`src/rtl/stall_pkg.sv`:
```
// Shared types and defaults for the global stall controller.
package stall_pkg;

    localparam int STATE_W = 2;

    typedef enum logic [STATE_W-1:0] {
        ST_RUN     = 2'd0,
        ST_STALL   = 2'd1,
        ST_RELEASE = 2'd2,
        ST_FLUSH   = 2'd3
    } stall_state_e;

    localparam int DEF_NUM_STAGES    = 4;
    localparam int DEF_RELEASE_DELAY = 2;
    localparam int DEF_FLUSH_CYCLES  = 1;
    localparam int DEF_CNT_W         = 32;

endpackage

```
`src/rtl/stall_sat_counter.sv`:
```
// Saturating up-counter with synchronous clear that wins over increment.
module stall_sat_counter #(
    parameter int W = 32
) (
    input  logic         clk,
    input  logic         reset,
    input  logic         clear,
    input  logic         inc,
    output logic [W-1:0] count
);

    always_ff @(posedge clk or negedge reset) begin
        if (!reset)
            count <= '0;
        else if (clear)
            count <= '0;
        else if (inc && (count != '1))
            count <= count + 1'b1;
    end

endmodule

```
`src/rtl/stall_manager.sv`:
```
// Global stall/flush controller: merges buffer-full and backpressure into one
// registered stall with release hysteresis, a stretchable flush pulse and perf counters.
module stall_manager
    import stall_pkg::*;
#(
    parameter int NUM_STAGES    = DEF_NUM_STAGES,
    parameter int RELEASE_DELAY = DEF_RELEASE_DELAY,
    parameter int FLUSH_CYCLES  = DEF_FLUSH_CYCLES,
    parameter int CNT_W         = DEF_CNT_W
) (
    input  logic                  clk,
    input  logic                  reset,
    input  logic [NUM_STAGES-1:0] stage_full,
    input  logic                  sink_ready,
    input  logic                  flush_req,
    input  logic                  cnt_clear,
    output logic                  stall_out,
    output logic                  flush_out,
    output logic [STATE_W-1:0]    state_out,
    output logic [CNT_W-1:0]      stall_cycles,
    output logic [CNT_W-1:0]      stall_events
);

    localparam int RCNT_W = (RELEASE_DELAY > 0) ? $clog2(RELEASE_DELAY + 1) : 1;
    localparam int FCNT_W = (FLUSH_CYCLES > 0) ? $clog2(FLUSH_CYCLES + 1) : 1;
    localparam logic [RCNT_W-1:0] REL_LOAD =
        RCNT_W'((RELEASE_DELAY > 0) ? RELEASE_DELAY - 1 : 0);
    localparam logic [FCNT_W-1:0] FLUSH_LOAD =
        FCNT_W'((FLUSH_CYCLES > 0) ? FLUSH_CYCLES - 1 : 0);

    stall_state_e      state;
    logic [RCNT_W-1:0] rel_cnt;
    logic [FCNT_W-1:0] fl_cnt;
    logic              cond;
    logic              evt_inc;

    assign cond      = (|stage_full) | ~sink_ready;
    // Only a fresh RUN->STALL entry is an event; re-stalls out of RELEASE are not.
    assign evt_inc   = (state == ST_RUN) & ~flush_req & cond;
    assign state_out = state;

    // Outputs are set alongside every state change so they stay pure flops.
    always_ff @(posedge clk or negedge reset) begin
        if (!reset) begin
            state     <= ST_RUN;
            stall_out <= 1'b0;
            flush_out <= 1'b0;
            rel_cnt   <= '0;
            fl_cnt    <= '0;
        end else begin
            case (state)
                ST_RUN: begin
                    if (flush_req) begin
                        state     <= ST_FLUSH;
                        flush_out <= 1'b1;
                        fl_cnt    <= FLUSH_LOAD;
                    end else if (cond) begin
                        state     <= ST_STALL;
                        stall_out <= 1'b1;
                    end
                end
                ST_STALL: begin
                    if (flush_req) begin
                        state     <= ST_FLUSH;
                        stall_out <= 1'b0;
                        flush_out <= 1'b1;
                        fl_cnt    <= FLUSH_LOAD;
                    end else if (!cond) begin
                        if (RELEASE_DELAY == 0) begin
                            state     <= ST_RUN;
                            stall_out <= 1'b0;
                        end else begin
                            state   <= ST_RELEASE;
                            rel_cnt <= REL_LOAD;
                        end
                    end
                end
                ST_RELEASE: begin
                    if (flush_req) begin
                        state     <= ST_FLUSH;
                        stall_out <= 1'b0;
                        flush_out <= 1'b1;
                        fl_cnt    <= FLUSH_LOAD;
                    end else if (cond) begin
                        state <= ST_STALL;
                    end else if (rel_cnt == '0) begin
                        state     <= ST_RUN;
                        stall_out <= 1'b0;
                    end else begin
                        rel_cnt <= rel_cnt - 1'b1;
                    end
                end
                ST_FLUSH: begin
                    if (flush_req) begin
                        fl_cnt <= FLUSH_LOAD;
                    end else if (fl_cnt == '0) begin
                        state     <= ST_RUN;
                        flush_out <= 1'b0;
                    end else begin
                        fl_cnt <= fl_cnt - 1'b1;
                    end
                end
            endcase
        end
    end

    stall_sat_counter #(.W(CNT_W)) u_cyc_cnt (
        .clk   (clk),
        .reset (reset),
        .clear (cnt_clear),
        .inc   (stall_out),
        .count (stall_cycles)
    );

    stall_sat_counter #(.W(CNT_W)) u_evt_cnt (
        .clk   (clk),
        .reset (reset),
        .clear (cnt_clear),
        .inc   (evt_inc),
        .count (stall_events)
    );

endmodule

```
`config.mk`:
```
export PLATFORM = sky130hd
export DESIGN_NAME = stall_manager
export DESIGN_NICKNAME = d
export VERILOG_FILES = /design/src/rtl/stall_pkg.sv /design/src/rtl/stall_sat_counter.sv /design/src/rtl/stall_manager.sv
export SDC_FILE = /design/constraint.sdc
export NUM_CORES = 1
export LEC_CHECK = 0
export CAP_MARGIN = 5
export CORE_MARGIN = 1
export CORE_UTILIZATION = 59
export CTS_BUF_LIST = sky130_fd_sc_hd__clkbuf_4
export CTS_CLUSTER_SIZE = 8
export DETAILED_ROUTE_END_ITERATION = 10
export PLACE_DENSITY = 0.88
export SYNTH_ARGS = -nofsm -noshare
export SYNTH_HDL_FRONTEND = slang
export SYNTH_HIERARCHICAL = 1
export SYNTH_SLANG_ARGS = --single-unit
```
`constraint.sdc`:
```
create_clock -name clk -period 5.2 [get_ports clk]
set_input_delay 0.52 -clock clk [delete_from_list [all_inputs] [get_ports clk]]
set_output_delay 0.52 -clock clk [all_outputs]
set_load 0.02 [all_outputs]
```
==> results.json, run 1 <==
{
  "grt_pass1_vias": 3694,
  "syn_inst": 448,
  "outcome": "completed",
  "timing.final.ws_setup_ns": 2.31,
  "via_per_inst": 6.13,
  "highest-signal-layer": "met4",
  "peakVddDrop_v": 0.000181,
  "async_flop_share_pct": 100,
  "grtUsageTotal_pct": 28.5,
  "synth_simple_gate_area_share_pct": 29.3,
  "period_minus_slack_ns": 2.89,
  "place_hpwl_um": 6910,
  "wl_met3_um": 516,
  "rr_worst_depth": 9,
  "route.detailed.drc": 0,
  "cts_buffers": 9,
  "max_freq_ghz": 0.346,
  "wl_met2_um": 4960,
  "p_leak_nw": 2.08,
  "reg2reg_slack_ns": 2.34,
  "timing.final.crit_share_pct": 55.6,
  "post_cts_buffers": 0,
  "grt_antenna_before_repair": 0,
  "slowest_stage": "clkdlybuf4s50_1",
  "timing_worst_setup_path_type": "primary input to flip-flop",
  "crit_buf_inv": 1,
  "ios": 77,
  "rsz0062_at_grt": "no",
  "crit_cells": 8,
  "firstDrtPassIters": 5,
  "synth_warnings": 6,
  "fp.dieW_um": 86.8,
  "maxSlewHeadroom_pct": 32.3,
  "synth_edf_count": 0,
  "setup_viol": 0,
  "synthDistinctLibCells": 66,
  "slowest_delay_ns": 0.57,
  "n_antenna_cell": 0,
  "die-area_um2": 7530,
  "dr_total_vias": 3803,
  "worst_slew_pin_slew_ns": 1.02,
  "grt_pass1_wl_um": 16900,
  "cts_hold_buffers": 0,
  "ant_nets": 0,
  "syn_area_per_cell_um2": 9.46,
  "synth_top_flop_cell": "dfrtp_1",
  "timing.rr.start": "state_out[0]$_DFFE_PN0P_",
  "cts_root_buf": "clkbuf_4",
  "clk_latency_ns": 0.43,
  "syn_area_um2": 4240,
  "arrival_ns": 3.22,
  "wl_per_cell_um": 16.3,
  "synth.ff_latch_count": 70,
  "rows": 30,
  "wl_met1_um": 4360,
  "cp_common_cell": "and3_1",
  "die_h_um": 86.8,
  "area_growth_pct": 22.3,
  "grt_max_degree": 71,
  "cts_resized": 0,
  "p_per_area_nw_per_um2": 256,
  "coreArea_um2": 6870,
  "synthAdderAreaFrac_pct": 2.30,
  "hold_viol_final": 0,
  "drive_above_1_share_pct": 12.2,
  "cp-end-kind": "flip-flop",
  "gp_congestion": 0.873,
  "start_kind": "primary input",
  "cts_buffer_depth": 2,
  "layout_common_cells": "74 x clkdlybuf4s50_1, 70 x dfrtp_1, 52 x nor2_1",
  "dp_slack_ns": 1.93,
  "start_util_pct": 61.7,
  "syn_nets": 464,
  "finalSetupTns_ns": 0,
  "cp.required_ns": 5.53,
  "r2r_end": "u_evt_cnt/count[31]$_DFFE_PN0P_",
  "drv_slew": 0,
  "synth_top_family_by_area": "simple AND/OR/NAND/NOR gates",
  "drt_iter0_drc": 249,
  "layout_commonest_cell": "clkdlybuf4s50_1",
  "drv_cap": 0,
  "clkTransAtPathRegs_ns": 0.12,
  "final_nets": 535,
  "p_total_mw": 1.33,
  "endpoint": "u_evt_cnt/count[31]$_DFFE_PN0P_",
  "skew_ns": 0.0116,
  "portBuffers": 76,
  "routed_wl_um": 10100,
  "synth_xor_area_share_pct": 5.58,
  "ys_seq_area_share_pct": 41.3,
  "clkSinkCount": 70,
  "min_path_type": "primary input to async pin",
  "muxShareOfSynthArea_pct": 4.99,
  "cp-startpoint": "flush_req",
  "cts_tree": "yes",
  "crit_family": "simple AND/OR/NAND/NOR gates",
  "synth_compound_area_share_pct": 12.6,
  "path_cells": "clkdlybuf4s50_1, a21o_1, nor2_1, and3_1, and3_1, nand3_1, nor4_1, mux2_2",
  "grt-ovfl-total": 0,
  "crit_fanout": 10,
  "htreeDepth": 3
}
[worst min-delay path by stage]
stage / from / cells after the start / to / slack, ns
2_1_floorplan: reset / 0 / flush_out$_DFFE_PN0P_ / 0.22
3_5_place_dp: rel_cnt[1]$_DFFE_PN0P_ / 2 / rel_cnt[1]$_DFFE_PN0P_ / 0.53
5_1_grt: reset / 2 / flush_out$_DFFE_PN0P_ / 0.36
3_3_place_gp: rel_cnt[1]$_DFFE_PN0P_ / 2 / rel_cnt[1]$_DFFE_PN0P_ / 0.52
4_1_cts: reset / 2 / state_out[0]$_DFFE_PN0P_ / 0.30
6_report: reset / 2 / state_out[0]$_DFFE_PN0P_ / 0.27
[worst reg2reg max path, stage by stage (launching register included)]
cell	delay [ns]
dfrtp_1	0.48
inv_1	0.11
ha_1	0.20
inv_1	0.08
nor2_1	0.42
and3_1	0.25
and3_1	0.28
nand3_1	0.27
nor4_1	0.30
mux2_2	0.37
[cell usage after synthesis, types with 3 or more instances]
library cell | count | area, µm²
a211oi_1 | 7 | 52.6
a21o_1 | 4 | 30.0
a21oi_1 | 27 | 135
a31oi_1 | 3 | 18.8
and2_1 | 5 | 31.3
and3_1 | 13 | 81.3
and4_1 | 5 | 43.8
buf_2 | 4 | 20.0
clkbuf_1 | 10 | 37.5
dfrtp_1 | 70 | 1750
ha_1 | 7 | 87.6
inv_1 | 17 | 63.8
mux2_2 | 9 | 101
mux2_4 | 4 | 60.1
mux2i_1 | 5 | 50.1
nand2_1 | 29 | 109
nand2b_1 | 6 | 37.5
nand3_1 | 20 | 100
nand4_1 | 10 | 62.6
nand4_2 | 4 | 50.1
nor2_1 | 52 | 195
nor2b_1 | 12 | 75.1
nor3_1 | 8 | 40.0
nor4_1 | 10 | 62.6
nor4_2 | 3 | 37.5
o21ai_0 | 12 | 60.1
o31ai_1 | 7 | 52.6
or3_1 | 10 | 62.6
or4_1 | 4 | 30.0
or4_2 | 3 | 26.3
xnor2_1 | 23 | 201
xor2_1 | 4 | 35.0
[metrics by stage]
step | util (%) | std cells | hold WS [ns] | area, µm²
6_report | 75.5 | 620 | 0.268 | 5190
5_1_grt | 75.5 | 620 | 0.365 | 5190
4_1_cts | 75.5 | 620 | 0.300 | 5190
3_5_place_dp | 73.2 | 604 | 0.534 | 5030
3_3_place_gp | 73.2 | 604 | 0.519 | 5030
2_1_floorplan | - | 448 | 0.224 | 4240
[state kept, by name, summed over array words and instances (netlist names)]
name	flops
flush_out	1
rel_cnt	2
stall_out	1
state_out	2
u_cyc_cnt/count	32
u_evt_cnt/count	32
[cell families after synthesis]
logic type / count (synthesis)
AND/OR/NAND/NOR: 212
AO/OA/AOI/OAI: 77
flip-flops: 70
buffers and inverters: 36
XOR/XNOR: 27
multiplexers: 18
adder cells (fa/ha/maj): 8
[area by class of cell]
class                      instances  area, µm²
clock buffer                       9       67.6
clock inverter                     7       88.8
fill                             481       1680
inverter                          17       63.8
multi-input combinational        342       2320
sequential                        70       1750
tap                               96        120
timing repair buffer              79        773
[power by group]
| group | leakage, nW | switching [mW] | internal (mW) |
|---|---|---|---|
| Clock | 0.0794 | 0.204 | 0.191 |
| Combinational | 1.04 | 0.172 | 0.141 |
| Sequential | 0.958 | 0.0391 | 0.577 |
| Total | 2.08 | 0.416 | 0.910 |
[per-layer routing]
layer / up-vias / global-route usage, %
met3: 26 / 3.81
met5: - / 0
met2: 146 / 48.2
met1: 1855 / 35.7
met4: 0 / 14.8
li1: 1776 / -
Note: power is estimated with default switching activity, not from simulation.
==> run 2, diff against run 1 <==
Settings changed: CORE_UTILIZATION 59 to 55, PLACE_DENSITY 0.88 to 0.83.
Clock period 5.2 ns to 2.9 ns, I/O delays scaled along.
==> run 2 against run 1 <==
  * Utilization shrank 4.6 points
  * Clock power increased by 55%
  * Routed wire length fell by 1.6%
  * Sequential cell count did not move
  * Total power up 73%
==> results.json, run 2 (same netlist as run 1, synthesis figures left out) <==
{
  "outcome": "completed",
  "hold_viol_final": 0,
  "setup_viol": 0,
  "cp.required_ns": 3.20,
  "design_area_um2": 5230,
  "grt_pass1_vias": 3744,
  "n_antenna_cell": 0,
  "ios": 77,
  "portBuffers": 76,
  "grt_antenna_before_repair": 0,
  "timing.rr.start": "state_out[0]$_DFFE_PN0P_",
  "hold_depth": 2,
  "r2r_end": "u_evt_cnt/count[31]$_DFFE_PN0P_",
  "grtUsageTotal_pct": 26.1,
  "arrival_ns": 2.89,
  "gp_congestion": 0.851,
  "drive_above_1_share_pct": 13.2,
  "cts_buffers": 9,
  "cts_buffer_depth": 2,
  "power_frac_comb_pct": 25.2,
  "crit_fanout": 7,
  "ant_nets": 0,
  "period_minus_slack_ns": 2.59,
  "skew_ns": 0.0124,
  "reg_top3": "u_cyc_cnt/count: 32 flops, u_evt_cnt/count: 32 flops",
  "drv_slew": 0,
  "area_growth_pct": 23.3,
  "dp_slack_ns": 0.174,
  "cp-end-kind": "flip-flop",
  "maxSlewHeadroom_pct": 45.4,
  "power.internal_mw": 1.57,
  "hold_slack_ns": 0.311,
  "p_sw_mw": 0.726,
  "route.detailed.drc": 0,
  "wl_per_cell_um": 15.7,
  "p_per_area_nw_per_um2": 440,
  "start_util_pct": 57.5,
  "worstHoldStart": "cnt_clear",
  "min_path_type": "primary input to flip-flop",
  "rsz0062_at_grt": "no",
  "layout_common_cells": "74 x clkdlybuf4s50_1, 70 x dfrtp_1, 52 x nor2_1",
  "grt-ovfl-total": 0,
  "p_leak_nw": 2.11,
  "cts_root_buf": "clkbuf_4",
  "max_freq_ghz": 0.387,
  "finalSetupTns_ns": 0,
  "peakVddDrop_v": 0.000252,
  "firstDrtPassIters": 4,
  "place_hpwl_um": 7110,
  "routed_wl_um": 9930,
  "clkPwrFrac_pct": 26.7,
  "die_h_um": 89.8,
  "timing_worst_setup_path_type": "flip-flop to flip-flop",
  "dr_total_vias": 3778,
  "rr_worst_depth": 9,
  "timing.final.crit_share_pct": 89.2,
  "reg2reg_slack_ns": 0.31,
  "coreArea_um2": 7370,
  "rows": 31,
  "p_total_mw": 2.30,
  "drv_cap": 0,
  "pwr-share-seq_pct": 48.1,
  "via_per_inst": 5.99,
  "cts_tree": "yes",
  "grt_pass1_wl_um": 17300,
  "timing.final.ws_setup_ns": 0.314,
  "swShare_pct": 31.6,
  "min_delay_worst_endpoint": "u_evt_cnt/count[18]$_DFFE_PN0P_",
  "clkSinkCount": 70,
  "grt_max_degree": 36,
  "htreeDepth": 3,
  "worst_slew_pin_slew_ns": 0.819,
  "fp.dieW_um": 89.8,
  "die-area_um2": 8060,
  "place_area_um2": 5090,
  "clkTransAtPathRegs_ns": 0.12,
  "drt_iter0_drc": 209,
  "layout_commonest_cell": "clkdlybuf4s50_1",
  "start_kind": "flip-flop",
  "final_nets": 543,
  "clk_latency_ns": 0.41
}
[run 2: changes by cell type in the layout (fill, tap and decap cells not counted)]
cell	previous run	this run
bufinv_16	2	1
clkinvlp_4	2	1
clkbuf_4	9	11
clkinv_2	2	1
clkinv_1	1	2
dlygate4sd3_1	0	1
buf_4	3	10
[run 2: through the flow]
step                instances  utilization, %
floorplan                 448               -
finish                    631            71.0
detailed placement        614            69.0
global route              631            71.0
global placement          614            69.0
CTS                       631            71.0
[run 2: worst max-delay path, stage by stage, from the launching register on]
cell and delay, ns:
dfrtp_1 0.47, inv_1 0.12, ha_1 0.20, inv_1 0.09, nor2_1 0.16, and3_1 0.17, and3_1 0.29, nand3_1 0.27
nor4_1 0.34, mux2_2 0.38
[run 2: area by class of cell]
cell class | instances | area [µm²]
multi-input combinational | 342 | 2320
fill | 563 | 2140
sequential | 70 | 1750
timing repair buffer | 87 | 836
tap | 99 | 124
clock buffer | 11 | 82.6
inverter | 17 | 63.8
clock inverter | 5 | 50.0
[run 2: repair_timing]
action / CTS / global route
setup buffers: 0 / 0
hold buffers: 1 / 0
hold endpoints to repair: 33 / 0
resized for setup: 0 / 0
[run 2: how the worst max path moves through the flow]
stage / start / end / depth (start not counted)
2_1_floorplan: state_out[0]$_DFFE_PN0P_ / u_evt_cnt/count[23]$_DFFE_PN0P_ / 10
3_3_place_gp: stage_full[1] / u_evt_cnt/count[23]$_DFFE_PN0P_ / 9
3_5_place_dp: stage_full[1] / u_evt_cnt/count[31]$_DFFE_PN0P_ / 9
4_1_cts: state_out[0]$_DFFE_PN0P_ / u_evt_cnt/count[31]$_DFFE_PN0P_ / 9
5_1_grt: state_out[0]$_DFFE_PN0P_ / u_evt_cnt/count[31]$_DFFE_PN0P_ / 9
6_report: state_out[0]$_DFFE_PN0P_ / u_evt_cnt/count[31]$_DFFE_PN0P_ / 9
[run 2: power groups by stage]
stage / Sequential (mW) / Combinational [mW] / Clock, mW
floorplan: 1.17 / 0.311 / 0
global placement: 1.12 / 0.556 / 0
detailed placement: 1.13 / 0.574 / 0
CTS: 1.11 / 0.581 / 0.630
global route: 1.12 / 0.645 / 0.692
finish: 1.11 / 0.579 / 0.615
[run 2: layer usage]
| metal | global-route usage [%] | wire (µm) | vias to the layer above |
|---|---|---|---|
| met5 | 0 | 0 | - |
| met4 | 10.5 | 136 | 0 |
| met3 | 4.40 | 568 | 17 |
| met2 | 44.9 | 4970 | 135 |
| met1 | 32.7 | 4260 | 1838 |
| li1 | - | - | 1788 |
